`src/rtl/sysreg_pkg.sv`:
```
// Shared constants for the system register read side: window offsets,
// control bit positions, shadow layout and shadow reset values.
package sysreg_pkg;

  localparam logic [6:0] SR_SQ1_LO      = 7'h20;
  localparam logic [6:0] SR_SQ1_HI      = 7'h21;
  localparam logic [6:0] SR_SQ2_LO      = 7'h22;
  localparam logic [6:0] SR_SQ2_HI      = 7'h23;
  localparam logic [6:0] SR_PWM         = 7'h24;
  localparam logic [6:0] SR_AUD_CTRL    = 7'h26;
  localparam logic [6:0] SR_VOL_FIRST   = 7'h27;
  localparam logic [6:0] SR_VOL_LAST    = 7'h2F;
  localparam logic [6:0] SR_T0_RELOAD   = 7'h30;
  localparam logic [6:0] SR_T0_CTRL     = 7'h31;
  localparam logic [6:0] SR_T1_CTRL     = 7'h33;
  localparam logic [6:0] SR_T1_RSVD     = 7'h34;
  localparam logic [6:0] SR_T1_RELOAD   = 7'h35;
  localparam logic [6:0] SR_TMR_STAT    = 7'h36;
  localparam logic [6:0] SR_T1_CTRL_M   = 7'h38;
  localparam logic [6:0] SR_T1_RSVD_M   = 7'h39;
  localparam logic [6:0] SR_T1_RELOAD_M = 7'h3A;

  localparam int CTRL_RUN_BIT   = 0;
  localparam int CTRL_IRQEN_BIT = 1;
  localparam int NUM_VOL        = 9;

  localparam logic [11:0] SQ_FREQ_RST  = 12'h000;
  localparam logic [7:0]  AUD_CTRL_RST = 8'h00;
  localparam logic [3:0]  VOL_RST      = 4'h0;
  localparam logic [7:0]  T_RELOAD_RST = 8'h00;
  localparam logic [1:0]  T_CTRL_RST   = 2'b00;

  typedef struct packed {
    logic [11:0]               sq1;
    logic [11:0]               sq2;
    logic [7:0]                aud_ctrl;
    logic [NUM_VOL-1:0][3:0]   vol;
    logic [7:0]                t0_reload;
    logic [1:0]                t0_ctrl;
  } shadow_t;

  localparam shadow_t SHADOW_RST = '{
    sq1:       SQ_FREQ_RST,
    sq2:       SQ_FREQ_RST,
    aud_ctrl:  AUD_CTRL_RST,
    vol:       {NUM_VOL{VOL_RST}},
    t0_reload: T_RELOAD_RST,
    t0_ctrl:   T_CTRL_RST
  };

  function automatic logic is_vol(input logic [6:0] ab);
    return (ab >= SR_VOL_FIRST) && (ab <= SR_VOL_LAST);
  endfunction

  // 0x27..0x2F map onto volume slots 0..8 via the low nibble.
  function automatic logic [3:0] vol_index(input logic [6:0] ab);
    return ab[3:0] - 4'h7;
  endfunction

  // A reload of 0 starts the count at 255 so the period becomes 256.
  function automatic logic [7:0] timer_start(input logic [7:0] reload);
    return (reload == 8'h00) ? 8'hFF : reload;
  endfunction

endpackage

```
`src/rtl/sys_timer.sv`:
```
// 8-bit down-counter with auto-reload and a sticky expiry flag.
// Expiry (set) has priority over a clear-on-read in the same cycle.
module sys_timer
  import sysreg_pkg::*;
(
  input  logic       clk,
  input  logic       reset,
  input  logic       ce,
  input  logic       load,
  input  logic [7:0] reload,
  input  logic       run,
  input  logic       clr,
  output logic       flag
);

  logic [7:0] cnt_q, cnt_d;
  logic       flag_q, flag_d;
  logic       expire;

  always_comb begin
    cnt_d  = cnt_q;
    flag_d = flag_q;
    expire = 1'b0;
    if (ce) begin
      if (load) begin
        cnt_d = timer_start(reload);
      end else if (run) begin
        if (cnt_q == 8'h00) begin
          cnt_d  = timer_start(reload);
          expire = 1'b1;
        end else begin
          cnt_d = cnt_q - 8'd1;
        end
      end
    end
    if (clr) begin
      flag_d = 1'b0;
    end
    if (expire) begin
      flag_d = 1'b1;
    end
  end

  always_ff @(posedge clk) begin
    if (!reset) begin
      cnt_q  <= 8'h00;
      flag_q <= 1'b0;
    end else begin
      cnt_q  <= cnt_d;
      flag_q <= flag_d;
    end
  end

  assign flag = flag_q;

endmodule

```
`src/rtl/sysreg_read.sv`:
```
// Read side of the system register window 0x20-0x3F: shadows, PWM counter,
// timer 0 and its irq. Define SYSREG_TIMER1_EN to add the second timer.
module sysreg_read
  import sysreg_pkg::*;
#(
  parameter logic [7:0] OPEN_BUS = 8'hFF
)
(
  input  logic       clk,
  input  logic       reset,
  input  logic       ce,
  input  logic       sys_cs,
  input  logic       cpu_rwn,
  input  logic [6:0] AB,
  input  logic [7:0] din,
  output logic [7:0] dout,
  output logic       dout_oe,
  output logic       irq_n
);

  // Read response: dout_oe is the valid for dout, raised on the edge that
  // samples a read access; there is no ready, the CPU always takes the data.
  logic rd_acc, wr_acc;
  assign rd_acc = ce & sys_cs & cpu_rwn;
  assign wr_acc = ce & sys_cs & ~cpu_rwn;

  shadow_t    shadow_q, shadow_d;
  logic [7:0] pwm_q, pwm_d;
  logic [7:0] dout_q, dout_d;
  logic       dout_oe_q, dout_oe_d;
  logic [7:0] rdata;

  logic       t0_load, t0_clr, t0_flag;
  logic [7:0] t0_reload_in;

  always_comb begin
    shadow_d = shadow_q;
    if (wr_acc) begin
      if (is_vol(AB)) begin
        shadow_d.vol[vol_index(AB)] = din[3:0];
      end else begin
        case (AB)
          SR_SQ1_LO:    shadow_d.sq1[7:0]  = din;
          SR_SQ1_HI:    shadow_d.sq1[11:8] = din[3:0];
          SR_SQ2_LO:    shadow_d.sq2[7:0]  = din;
          SR_SQ2_HI:    shadow_d.sq2[11:8] = din[3:0];
          SR_AUD_CTRL:  shadow_d.aud_ctrl  = din;
          SR_T0_RELOAD: shadow_d.t0_reload = din;
          SR_T0_CTRL:   shadow_d.t0_ctrl   = din[1:0];
          default:      shadow_d = shadow_q;
        endcase
      end
    end
  end

  always_comb begin
    pwm_d = ce ? pwm_q + 8'd1 : pwm_q;
  end

  // The counter loads from din directly so a reload write takes effect at once.
  always_comb begin
    t0_load      = wr_acc && (AB == SR_T0_RELOAD);
    t0_reload_in = t0_load ? din : shadow_q.t0_reload;
  end

  sys_timer u_timer0 (
    .clk    (clk),
    .reset  (reset),
    .ce     (ce),
    .load   (t0_load),
    .reload (t0_reload_in),
    .run    (shadow_q.t0_ctrl[CTRL_RUN_BIT]),
    .clr    (t0_clr),
    .flag   (t0_flag)
  );

`ifdef SYSREG_TIMER1_EN
  logic [7:0] t1_reload_q, t1_reload_d;
  logic [1:0] t1_ctrl_q, t1_ctrl_d;
  logic       t1_load, t1_clr, t1_flag;
  logic [7:0] t1_reload_in;

  always_comb begin
    t1_reload_d = t1_reload_q;
    t1_ctrl_d   = t1_ctrl_q;
    if (wr_acc) begin
      case (AB)
        SR_T1_CTRL, SR_T1_CTRL_M:     t1_ctrl_d   = din[1:0];
        SR_T1_RELOAD, SR_T1_RELOAD_M: t1_reload_d = din;
        default: begin
          t1_reload_d = t1_reload_q;
          t1_ctrl_d   = t1_ctrl_q;
        end
      endcase
    end
  end

  always_comb begin
    t1_load      = wr_acc && ((AB == SR_T1_RELOAD) || (AB == SR_T1_RELOAD_M));
    t1_reload_in = t1_load ? din : t1_reload_q;
    t1_clr       = rd_acc && (AB == SR_TMR_STAT);
    t0_clr       = rd_acc && ((AB == SR_T0_CTRL) || (AB == SR_TMR_STAT));
  end

  always_ff @(posedge clk) begin
    if (!reset) begin
      t1_reload_q <= T_RELOAD_RST;
      t1_ctrl_q   <= T_CTRL_RST;
    end else begin
      t1_reload_q <= t1_reload_d;
      t1_ctrl_q   <= t1_ctrl_d;
    end
  end

  sys_timer u_timer1 (
    .clk    (clk),
    .reset  (reset),
    .ce     (ce),
    .load   (t1_load),
    .reload (t1_reload_in),
    .run    (t1_ctrl_q[CTRL_RUN_BIT]),
    .clr    (t1_clr),
    .flag   (t1_flag)
  );

  assign irq_n = ~((t0_flag & shadow_q.t0_ctrl[CTRL_IRQEN_BIT]) |
                   (t1_flag & t1_ctrl_q[CTRL_IRQEN_BIT]));
`else
  always_comb begin
    t0_clr = rd_acc && (AB == SR_T0_CTRL);
  end

  assign irq_n = ~(t0_flag & shadow_q.t0_ctrl[CTRL_IRQEN_BIT]);
`endif

  always_comb begin
    rdata = OPEN_BUS;
    if (is_vol(AB)) begin
      rdata = {4'h0, shadow_q.vol[vol_index(AB)]};
    end else begin
      case (AB)
        SR_SQ1_LO:    rdata = shadow_q.sq1[7:0];
        SR_SQ1_HI:    rdata = {4'h0, shadow_q.sq1[11:8]};
        SR_SQ2_LO:    rdata = shadow_q.sq2[7:0];
        SR_SQ2_HI:    rdata = {4'h0, shadow_q.sq2[11:8]};
        SR_PWM:       rdata = pwm_q;
        SR_AUD_CTRL:  rdata = shadow_q.aud_ctrl;
        SR_T0_RELOAD: rdata = shadow_q.t0_reload;
        SR_T0_CTRL:   rdata = {t0_flag, 5'b00000, shadow_q.t0_ctrl};
`ifdef SYSREG_TIMER1_EN
        SR_T1_CTRL, SR_T1_CTRL_M:     rdata = {6'b000000, t1_ctrl_q};
        SR_T1_RSVD, SR_T1_RSVD_M:     rdata = 8'h00;
        SR_T1_RELOAD, SR_T1_RELOAD_M: rdata = t1_reload_q;
        SR_TMR_STAT:                  rdata = {t1_flag, t0_flag, 6'b000000};
`endif
        default:      rdata = OPEN_BUS;
      endcase
    end
  end

  // dout holds across non-read cycles; only dout_oe reacts to them.
  always_comb begin
    dout_d    = dout_q;
    dout_oe_d = dout_oe_q;
    if (ce) begin
      if (rd_acc) begin
        dout_d    = rdata;
        dout_oe_d = 1'b1;
      end else begin
        dout_oe_d = 1'b0;
      end
    end
  end

  always_ff @(posedge clk) begin
    if (!reset) begin
      shadow_q  <= SHADOW_RST;
      pwm_q     <= 8'h00;
      dout_q    <= OPEN_BUS;
      dout_oe_q <= 1'b0;
    end else begin
      shadow_q  <= shadow_d;
      pwm_q     <= pwm_d;
      dout_q    <= dout_d;
      dout_oe_q <= dout_oe_d;
    end
  end

  assign dout    = dout_q;
  assign dout_oe = dout_oe_q;

endmodule

```
`config.mk`:
```
export PLATFORM = sky130hd
export DESIGN_NAME = sysreg_read
export DESIGN_NICKNAME = d
export VERILOG_FILES = /design/src/rtl/sysreg_pkg.sv /design/src/rtl/sys_timer.sv /design/src/rtl/sysreg_read.sv
export SDC_FILE = /design/constraint.sdc
export NUM_CORES = 1
export LEC_CHECK = 0
export CAP_MARGIN = 20
export CORE_MARGIN = 5
export CORE_UTILIZATION = 50
export DETAILED_ROUTE_END_ITERATION = 6
export DONT_BUFFER_PORTS = 1
export PLACE_DENSITY = 0.7
export SYNTH_ARGS = -nofsm -noshare
export SYNTH_HDL_FRONTEND = slang
export SYNTH_SLANG_ARGS = --single-unit
```
`constraint.sdc`:
```
create_clock -name clk -period 2.2 [get_ports clk]
set_input_delay 0.22 -clock clk [delete_from_list [all_inputs] [get_ports clk]]
set_output_delay 0.22 -clock clk [all_outputs]
set_load 0.01 [all_outputs]
```
## Word-level counts from Yosys, hierarchy flattened

Cells that the tools add are included.

| storage, ports and cells | value |
|---|---|
| output and inout bits | 10 |
| bits in registers | 104 |

| cells by class | value |
|---|---|
| equal/unequal tests | 8 |
| order comparisons | 4 |
| add/sub/neg operators | 3 |
| bitwise gates (word level) | 7 |
| reduce and logical (&&, ||, !) cells | 18 |
| mux-type cells | 19 |

Operators by type and width:

| kind | count |
|---|---|
| case mux 8 bit (8 select lines) | 1 |
| == test 7 x 6 -> 1 bit (second input constant) | 8 |
| two-way mux 8 bit | 6 |
| bitwise mux 36 bit | 1 |
| AND reduction 3 bit | 7 |
| binary-select mux 4 bit (select 4 bit) | 1 |
| demux 4 bit (select 4 bit) | 1 |
| logical NOT 8 bit | 2 |
| adder 8 x 1 -> 8 bit (second input constant) | 1 |
| two-way mux 4 bit | 2 |
| subtractor 8 x 1 -> 8 bit (second input constant) | 1 |
| greater-or-equal comparator 7 x 6 -> 1 bit (second input constant) | 1 |
| less-or-equal comparator 7 x 6 -> 1 bit (second input constant) | 1 |
| two-way mux 1 bit | 7 |
| AND reduction 2 bit | 3 |
| < comparator 4 x 5 -> 1 bit (second input constant) | 1 |
| bitwise AND 1 bit | 4 |
| greater-or-equal comparator 4 x 1 -> 1 bit (second input constant) | 1 |
| logical AND 1 bit | 4 |
| nonzero test 2 bit | 2 |
| subtractor 4 x 3 -> 4 bit (second input constant) | 1 |
| NOT 1 bit | 3 |

## Logic depth before layout (Yosys ltp)

Gate-level depths: netlist of run 1.

| logic depth | value |
|---|---|
| depth in word-level cells | 9 |
| gate-level depth with buffers | 10 |
| gate-level depth less buffers | 7 |

## Modules after synthesis

Synthesis of run 1 repeated with hierarchy kept, for this count alone.

| second synthesis, totals | value |
|---|---|
| cell total of the unflattened synthesis | 577 |
| area, all modules | 5406.4 µm² |

By module, submodules not included:

| module | times used | area an instance (µm²) | cells each | sequential area each (µm²) |
|---|---|---|---|---|
| sysreg_read | 1 | 4787.1 | 503 | 1901.8 |
| sys_timer | 1 | 619.3 | 74 | 180.2 |

## Worst setup path before layout of run 1

OpenSTA, ideal clock, no wires.

| timing path | value |
|---|---|
| kind | input to register |
| from | input port AB[0] |
| to | register dout_q[0] (netlist: dout[0]) |
| data required time | 2070 ps |
| setup time | 130 ps |
| stages | 8 |
| slack | 61 ps |
| arrival time | 2009 ps |
| cells stage by stage | buf_2 inv_1 ha_1 buf_1 mux4_2 o21a_1 a2111oi_2 a211oi_1 |

| between the ends | value |
|---|---|
| word-level cells in the longest chain between the ends | 4 |
| elaborated cells on any way between the ends | 16 |

Ends and longest elaborated chain:

| what | RTL line | RTL |
|---|---|---|
| start, declared | sysreg_read.sv:14 | `input logic [6:0] AB,` |
| subtractor 4 x 3 -> 4 bit | sysreg_pkg.sv:57 | `return ab[3:0] - 4'h7;` |
| binary-select mux 4 bit (select 4 bit) | sysreg_read.sv:139 | `rdata = {4'h0, shadow_q.vol[vol_index(AB)]};` |
| two-way mux 4 bit (implied by the code) | sysreg_read.sv:139 |  |
| two-way mux 8 bit * | sysreg_read.sv:138 | `if (is_vol(AB)) begin` |
| end signal, assigned | sysreg_read.sv:184 | `dout_q <= dout_d;` |
| end, declared | sysreg_read.sv:29 | `logic [7:0] dout_q, dout_d;` |

Mark *: on every way between the ends. The rest lies on a longest branch, timed or not. The select of a mux whose other input is x is not followed.
A chain may end at the register's enable or synchronous reset.

## Worst setup path after layout of run 1

| timing path | value |
|---|---|
| from | register u_timer0.cnt_q[0] |
| to | register u_timer0.cnt_q[7] |

| between the ends | value |
|---|---|
| word-level cells in the longest chain between the ends | 4 |
| elaborated cells on any way between the ends | 5 |

Ends and longest elaborated chain:

| what | RTL line | RTL |
|---|---|---|
| start, declared | sys_timer.sv:16 | `logic [7:0] cnt_q, cnt_d;` |
| start signal, assigned | sys_timer.sv:49 | `cnt_q <= cnt_d;` |
| subtractor 8 x 1 -> 8 bit or logical NOT 8 bit (tied branches) | sys_timer.sv:32, sys_timer.sv:28 |  |
| two-way mux 8 bit * | sys_timer.sv:28 | `if (cnt_q == 8'h00) begin` |
| two-way mux 8 bit * | sys_timer.sv:27 | `end else if (run) begin` |
| two-way mux 8 bit * | sys_timer.sv:25 | `if (load) begin` |

Marks and branches as above.

==> flow_metrics.tcl, run 1 <==
set metrics [dict create \
    powerDensity_nw_per_um2 592.8 \
    syn_area_um2 5224 \
    synth_edf_count 0 \
    synthToLayoutAreaGrowth_pct 8.695 \
    postRouteAntennaNets 0 \
    grt_pass1_wl_mm 21.65 \
    design_area_um2 5678 \
    critPathKind "flip-flop to flip-flop" \
    first_iter_violations 307 \
    critPathMaxFanout 8 \
    die_height_um 112.2 \
    finalCritPeriodShare 0.8889 \
    cts-buffers-inserted 9 \
    overflow 0 \
    ys_async_sr_fraction 0 \
    p_comb_frac 0.062 \
    antenna_found_initial 0 \
    relSlewSlack 0.5863 \
    io_pins 30 \
    fin_skew_ns 0.009063 \
    setup_slack_ns 0.2443 \
    tightest_slew_ns 0.6188 \
    hpwlAfterDp_mm 9.052 \
    wl_per_cell_um 19.05 \
    initial_core_util 0.5083 \
    grt_use_total 0.2154 \
    hold_viol 0 \
    dp_slack_ns 0.1867 \
    cts_tree "yes" \
    synth_cell_types 75 \
    postCtsSetupBuffers 0 \
    maxClockFrequency_mhz 511.3 \
    syn_nets 584 \
    hp-class "input port to flip-flop" \
    tns_ns 0 \
    die-area_um2 12590 \
    clock_latency_ns 0.37 \
    io_buffers 0 \
    rsz0062_at_grt "no" \
    period_needed_ns 1.956 \
    die_width_um 112.2 \
    avgSynthCellArea_um2 9.378 \
    num_vias 4216 \
    required_ns 2.48 \
    p_seq_frac 0.566 \
    leakage_nw 2.495 \
    p_switching_uw 748.8 \
    drive_gt1_frac 0.1123 \
    antenna_cells 0 \
    rows 37 \
    drv_cap 0 \
    ir_worst_vdd_uv 405.5 \
    drc 0 \
    ys_ff_latch 104 \
    setup_viol 0 \
    ys_seq_area_frac 0.3986 \
    grt_max_degree 56 \
    cts.clk_slew.worst_paths_ns 0.09 \
    first_pass_iters 6 \
    root_buffer "clkbuf_8" \
    yosys_most_used_dff "dfxtp_1" \
    final_net_count 583 \
    placedCellCount 666 \
    dpl-instance-area_um2 5314 \
    via_per_inst 6.049 \
    p_sw_frac 0.2225 \
    first_global_vias 4165 \
    fillers 943 \
    routed_wl_mm 13.28 \
    final_cells 697 \
    report.final.slew_viol_count 0 \
    syn_inst 557 \
    worstSetupStartpointType "flip-flop" \
    power_mw 3.366 \
    synth_warnings 0 \
    core_area_um2 10280 \
    arrival_ns 2.24 \
    clkSinkCount 104 \
    critPathCaptureType "flip-flop" \
    cts.htree.levels 3 \
    pwr-share-clk 0.372 \
    gp_congestion 0.8754 \
    intPower_mw 2.617 \
    status "completed" \
    clk_path_buf_depth 2 \
]
Yosys cell counts (all sizes together), types with 3 or more instances:
cell | n | share of area
a211oi | 11 | 0.019
a21oi | 16 | 0.017
a222oi | 3 | 0.0057
a22o | 3 | 0.0050
a32o | 4 | 0.0077
and2 | 9 | 0.011
and3 | 7 | 0.0084
and4 | 3 | 0.0050
buf | 16 | 0.016
clkbuf | 23 | 0.017
dfxtp | 104 | 0.40
ha | 7 | 0.017
inv | 6 | 0.0043
mux2i | 82 | 0.16
mux4 | 8 | 0.034
nand2 | 27 | 0.020
nand3 | 17 | 0.017
nand4 | 8 | 0.011
nor2 | 99 | 0.072
nor2b | 4 | 0.0048
nor3 | 6 | 0.0067
nor3b | 4 | 0.0067
nor4 | 10 | 0.013
o211ai | 9 | 0.020
o21a | 7 | 0.010
o21ai | 18 | 0.018
or2 | 3 | 0.0036
or3 | 4 | 0.0048
xor2 | 5 | 0.0084
cells in the final DEF, fill, tap and decap left out, drive strengths merged, types with 11 or more instances in the layout:
cell type    instances
nand3               17
clkbuf              11
a21oi               16
nand2               27
dlygate4sd3         15
a211oi              11
nor2                99
buf                 12
o21ai               18
mux2i               82
dfxtp              104
critical path, cell delays in order, from the launching register on:
cell	delay, ns
dfxtp_1	0.36
inv_1	0.09
ha_1	0.14
nor3b_1	0.34
and2_2	0.33
nor3_1	0.07
o31a_1	0.31
a211oi_1	0.22
cell families (layout without fill, tap and decap cells):
group	after synthesis	after routing	share of synthesized area
AOI/OAI and AO/OA	93	93	0.1411
xor gates and xnor gates	6	6	0.01006
adders and majority gates	7	7	0.01677
buffers and inverters	45	49	0.03688
DFF	104	104	0.3986
muxes	90	90	0.1916
and+or+nand+nor	212	212	0.2050
through the flow:
stage,hold slack [ns],util
after floorplan,0.3584,-
after global placement,0.3648,0.5170
after detailed placement,0.3681,0.5170
after CTS,0.0006025,0.5514
after global routing,0.0007556,0.5525
final,0.006434,0.5525
final cells by class:
class                   count  area (um2)  area share
repair buffers             27       240.2     0.04231
multi-input cells         408        2950      0.5196
clock buffers              11       131.4     0.02314
inverters                   6       22.52    0.003967
well taps                 136       170.2     0.02997
flip-flops and latches    104        2082      0.3667
clock inverters             5       81.33     0.01432
sequential cells by signal, summed over array words and instances (netlist names):
| name | count |
|---|---|
| dout | 8 |
| dout_oe | 1 |
| pwm_q | 8 |
| shadow_q | 78 |
| u_timer0.cnt_q | 8 |
| u_timer0.flag | 1 |
timing repair:
action	CTS	global route
hold buffers	14	1
hold endpoints to repair	39	1
resized for setup	0	1
setup endpoints to repair	0	5
routing by layer:
metal,track usage,vias up,routed length [um]
li1,-,2019,-
met1,0.2737,2007,5677
met2,0.3504,151,6073
met3,0.05337,39,993
met4,0.08894,0,537
met5,0,-,0
final timing paths:
check / start / to / slack [ns] / cells after the start
worst min register to register: shadow_q[10] / shadow_q[10] / 0.50 / 2
worst min-delay path: din[3] / shadow_q[29] / 0.006 / 2
worst max-delay path: u_timer0.cnt_q[0] / u_timer0.cnt_q[7] / 0.24 / 7
worst max register to register: u_timer0.cnt_q[0] / u_timer0.cnt_q[7] / 0.24 / 7
power groups by stage:
stage	combinational, mW	clock (mW)	sequential, mW
CTS	0.206	1.29	1.90
global route	0.226	1.36	1.91
global placement	0.167	0	1.95
floorplan	0.163	0	1.95
detailed placement	0.169	0	1.95
finish	0.210	1.25	1.90
Note: power is estimated with default switching activity, not from simulation.
==> run 2, diff against run 1 <==
- CAP_MARGIN: 20 -> not set
- CORE_MARGIN: 5 -> 1.5
- TNS_END_PERCENT: not set -> 5
==> flow_metrics.tcl, run 2 (synthesis results as in run 1) <==
set metrics [dict create \
    status "completed" \
    tns_ns 0 \
    fin_util 0.5485 \
    leakage_nw 2.465 \
    arrival_ns 2.17 \
    clkSinkCount 104 \
    hp-class "input port to flip-flop" \
    cts.htree.levels 3 \
    core_area_um2 10230 \
    overflow 0 \
    critPathCaptureType "flip-flop" \
    io_pins 30 \
    initial_core_util 0.5106 \
    die_height_um 105.2 \
    grt_pass1_wl_mm 21.32 \
    cts.clk_slew.worst_paths_ns 0.09 \
    rsz0062_at_grt "no" \
    num_vias 4175 \
    clock_latency_ns 0.37 \
    final_net_count 578 \
    wl_per_cell_um 19.14 \
    hold_viol 0 \
    powerDensity_nw_per_um2 583.9 \
    first_global_vias 4044 \
    gp_congestion 0.8781 \
    finalCritPeriodShare 0.8738 \
    die-area_um2 11070 \
    required_ns 2.45 \
    cts_tree "yes" \
    clk_path_buf_depth 2 \
    ir_worst_vdd_uv 465.0 \
    fin_skew_ns 0.005124 \
    postCtsSetupBuffers 0 \
    grt_max_degree 41 \
    max_flop_register "shadow_q" \
    hpwlAfterDp_mm 9.093 \
    drive_gt1_frac 0.1099 \
    postRouteAntennaNets 0 \
    rows 37 \
    grt_use_total 0.2494 \
    via_per_inst 6.033 \
    antenna_found_initial 1 \
    tightest_slew_ns 0.7341 \
    final_cell_mix "104 x dfxtp_1, 97 x nor2_1, 82 x mux2i_1" \
    die_width_um 105.2 \
    routed_wl_mm 13.24 \
    drc 0 \
    cts-buffers-inserted 9 \
    maxClockFrequency_mhz 520.2 \
    report.final.slew_viol_count 0 \
    io_buffers 0 \
    layout_commonest_cell "dfxtp_1" \
    largest_reg_flops 78 \
    synthToLayoutAreaGrowth_pct 7.425 \
    first_iter_violations 236 \
    critPathMaxFanout 8 \
    worstSetupStartpointType "flip-flop" \
    relSlewSlack 0.5090 \
    setup_viol 0 \
    critPathKind "flip-flop to flip-flop" \
    drv_cap 0 \
    r2r_slack_ns 0.28 \
    period_needed_ns 1.922 \
    first_pass_iters 5 \
    root_buffer "clkbuf_8" \
]
## run 2: changes by cell type in the layout (fill, tap and decap cells not counted), sizes merged
| cell | delta |
|---|---|
| clkinv | -1 |
| dlygate4sd3 | -4 |
| clkbuf | +1 |
| diode | +1 |
| buf | -1 |
| bufinv | -1 |
## run 2: final timing paths
check,from,to,depth (start not counted)
min,din[3],shadow_q[77],2
min reg2reg,shadow_q[76],shadow_q[76],2
max reg2reg,u_timer0.cnt_q[0],u_timer0.cnt_q[3],7
max,u_timer0.cnt_q[0],u_timer0.cnt_q[3],7
## run 2: timing repair
| item | in CTS | in global routing |
|---|---|---|
| hold buffers | 11 | 0 |
| endpoints found under the hold margin | 58 | 0 |
| endpoints found under the setup margin | 0 | 7 |
| resized for setup | 0 | 1 |
## run 2: worst max-delay path, cell delays in order (launching register included)
cell and delay [ns]:
dfxtp_1 0.35, inv_1 0.09, ha_1 0.15, nor3b_2 0.26
and2_1 0.36, nand2_1 0.11, o21ai_2 0.32, a221oi_1 0.15
## run 2: cell type report
type	instances	area, um2
Clock inverter	3	42.54
Sequential cell	104	2082
Antenna cell	1	2.502
Clock buffer	12	145.1
Fill cell	940	4619
Timing Repair Buffer	22	192.7
Multi-Input combinational cell	408	2954
Tap cell	136	170.2
Inverter	6	22.52
## run 2: layer usage
metal | track usage | vias up | wire [um]
li1 | - | 1996 | -
met1 | 0.3137 | 2014 | 5709
met2 | 0.4085 | 135 | 6265
met3 | 0.06679 | 30 | 910
met4 | 0.09589 | 0 | 357
met5 | 0 | - | 0
## run 2: power by group
group | switching [mW] | internal, mW
sequential | 0.0130 | 1.89
clock | 0.616 | 0.550
combinational | 0.129 | 0.0777
total | 0.757 | 2.52
## run 2: per-stage QoR
stage	power, mW	hold slack, ns	setup WS (ns)	cell area (um2)	instances
after global placement	2.113	0.3609	0.2615	5306	665
after floorplan	2.108	0.3584	0.06089	5224	557
final	3.277	0.003756	0.2775	5612	692
after CTS	3.302	0.0001065	0.1393	5604	691
after detailed placement	2.116	0.3650	0.1486	5306	665
after global routing	3.383	0.003864	0.1072	5612	692
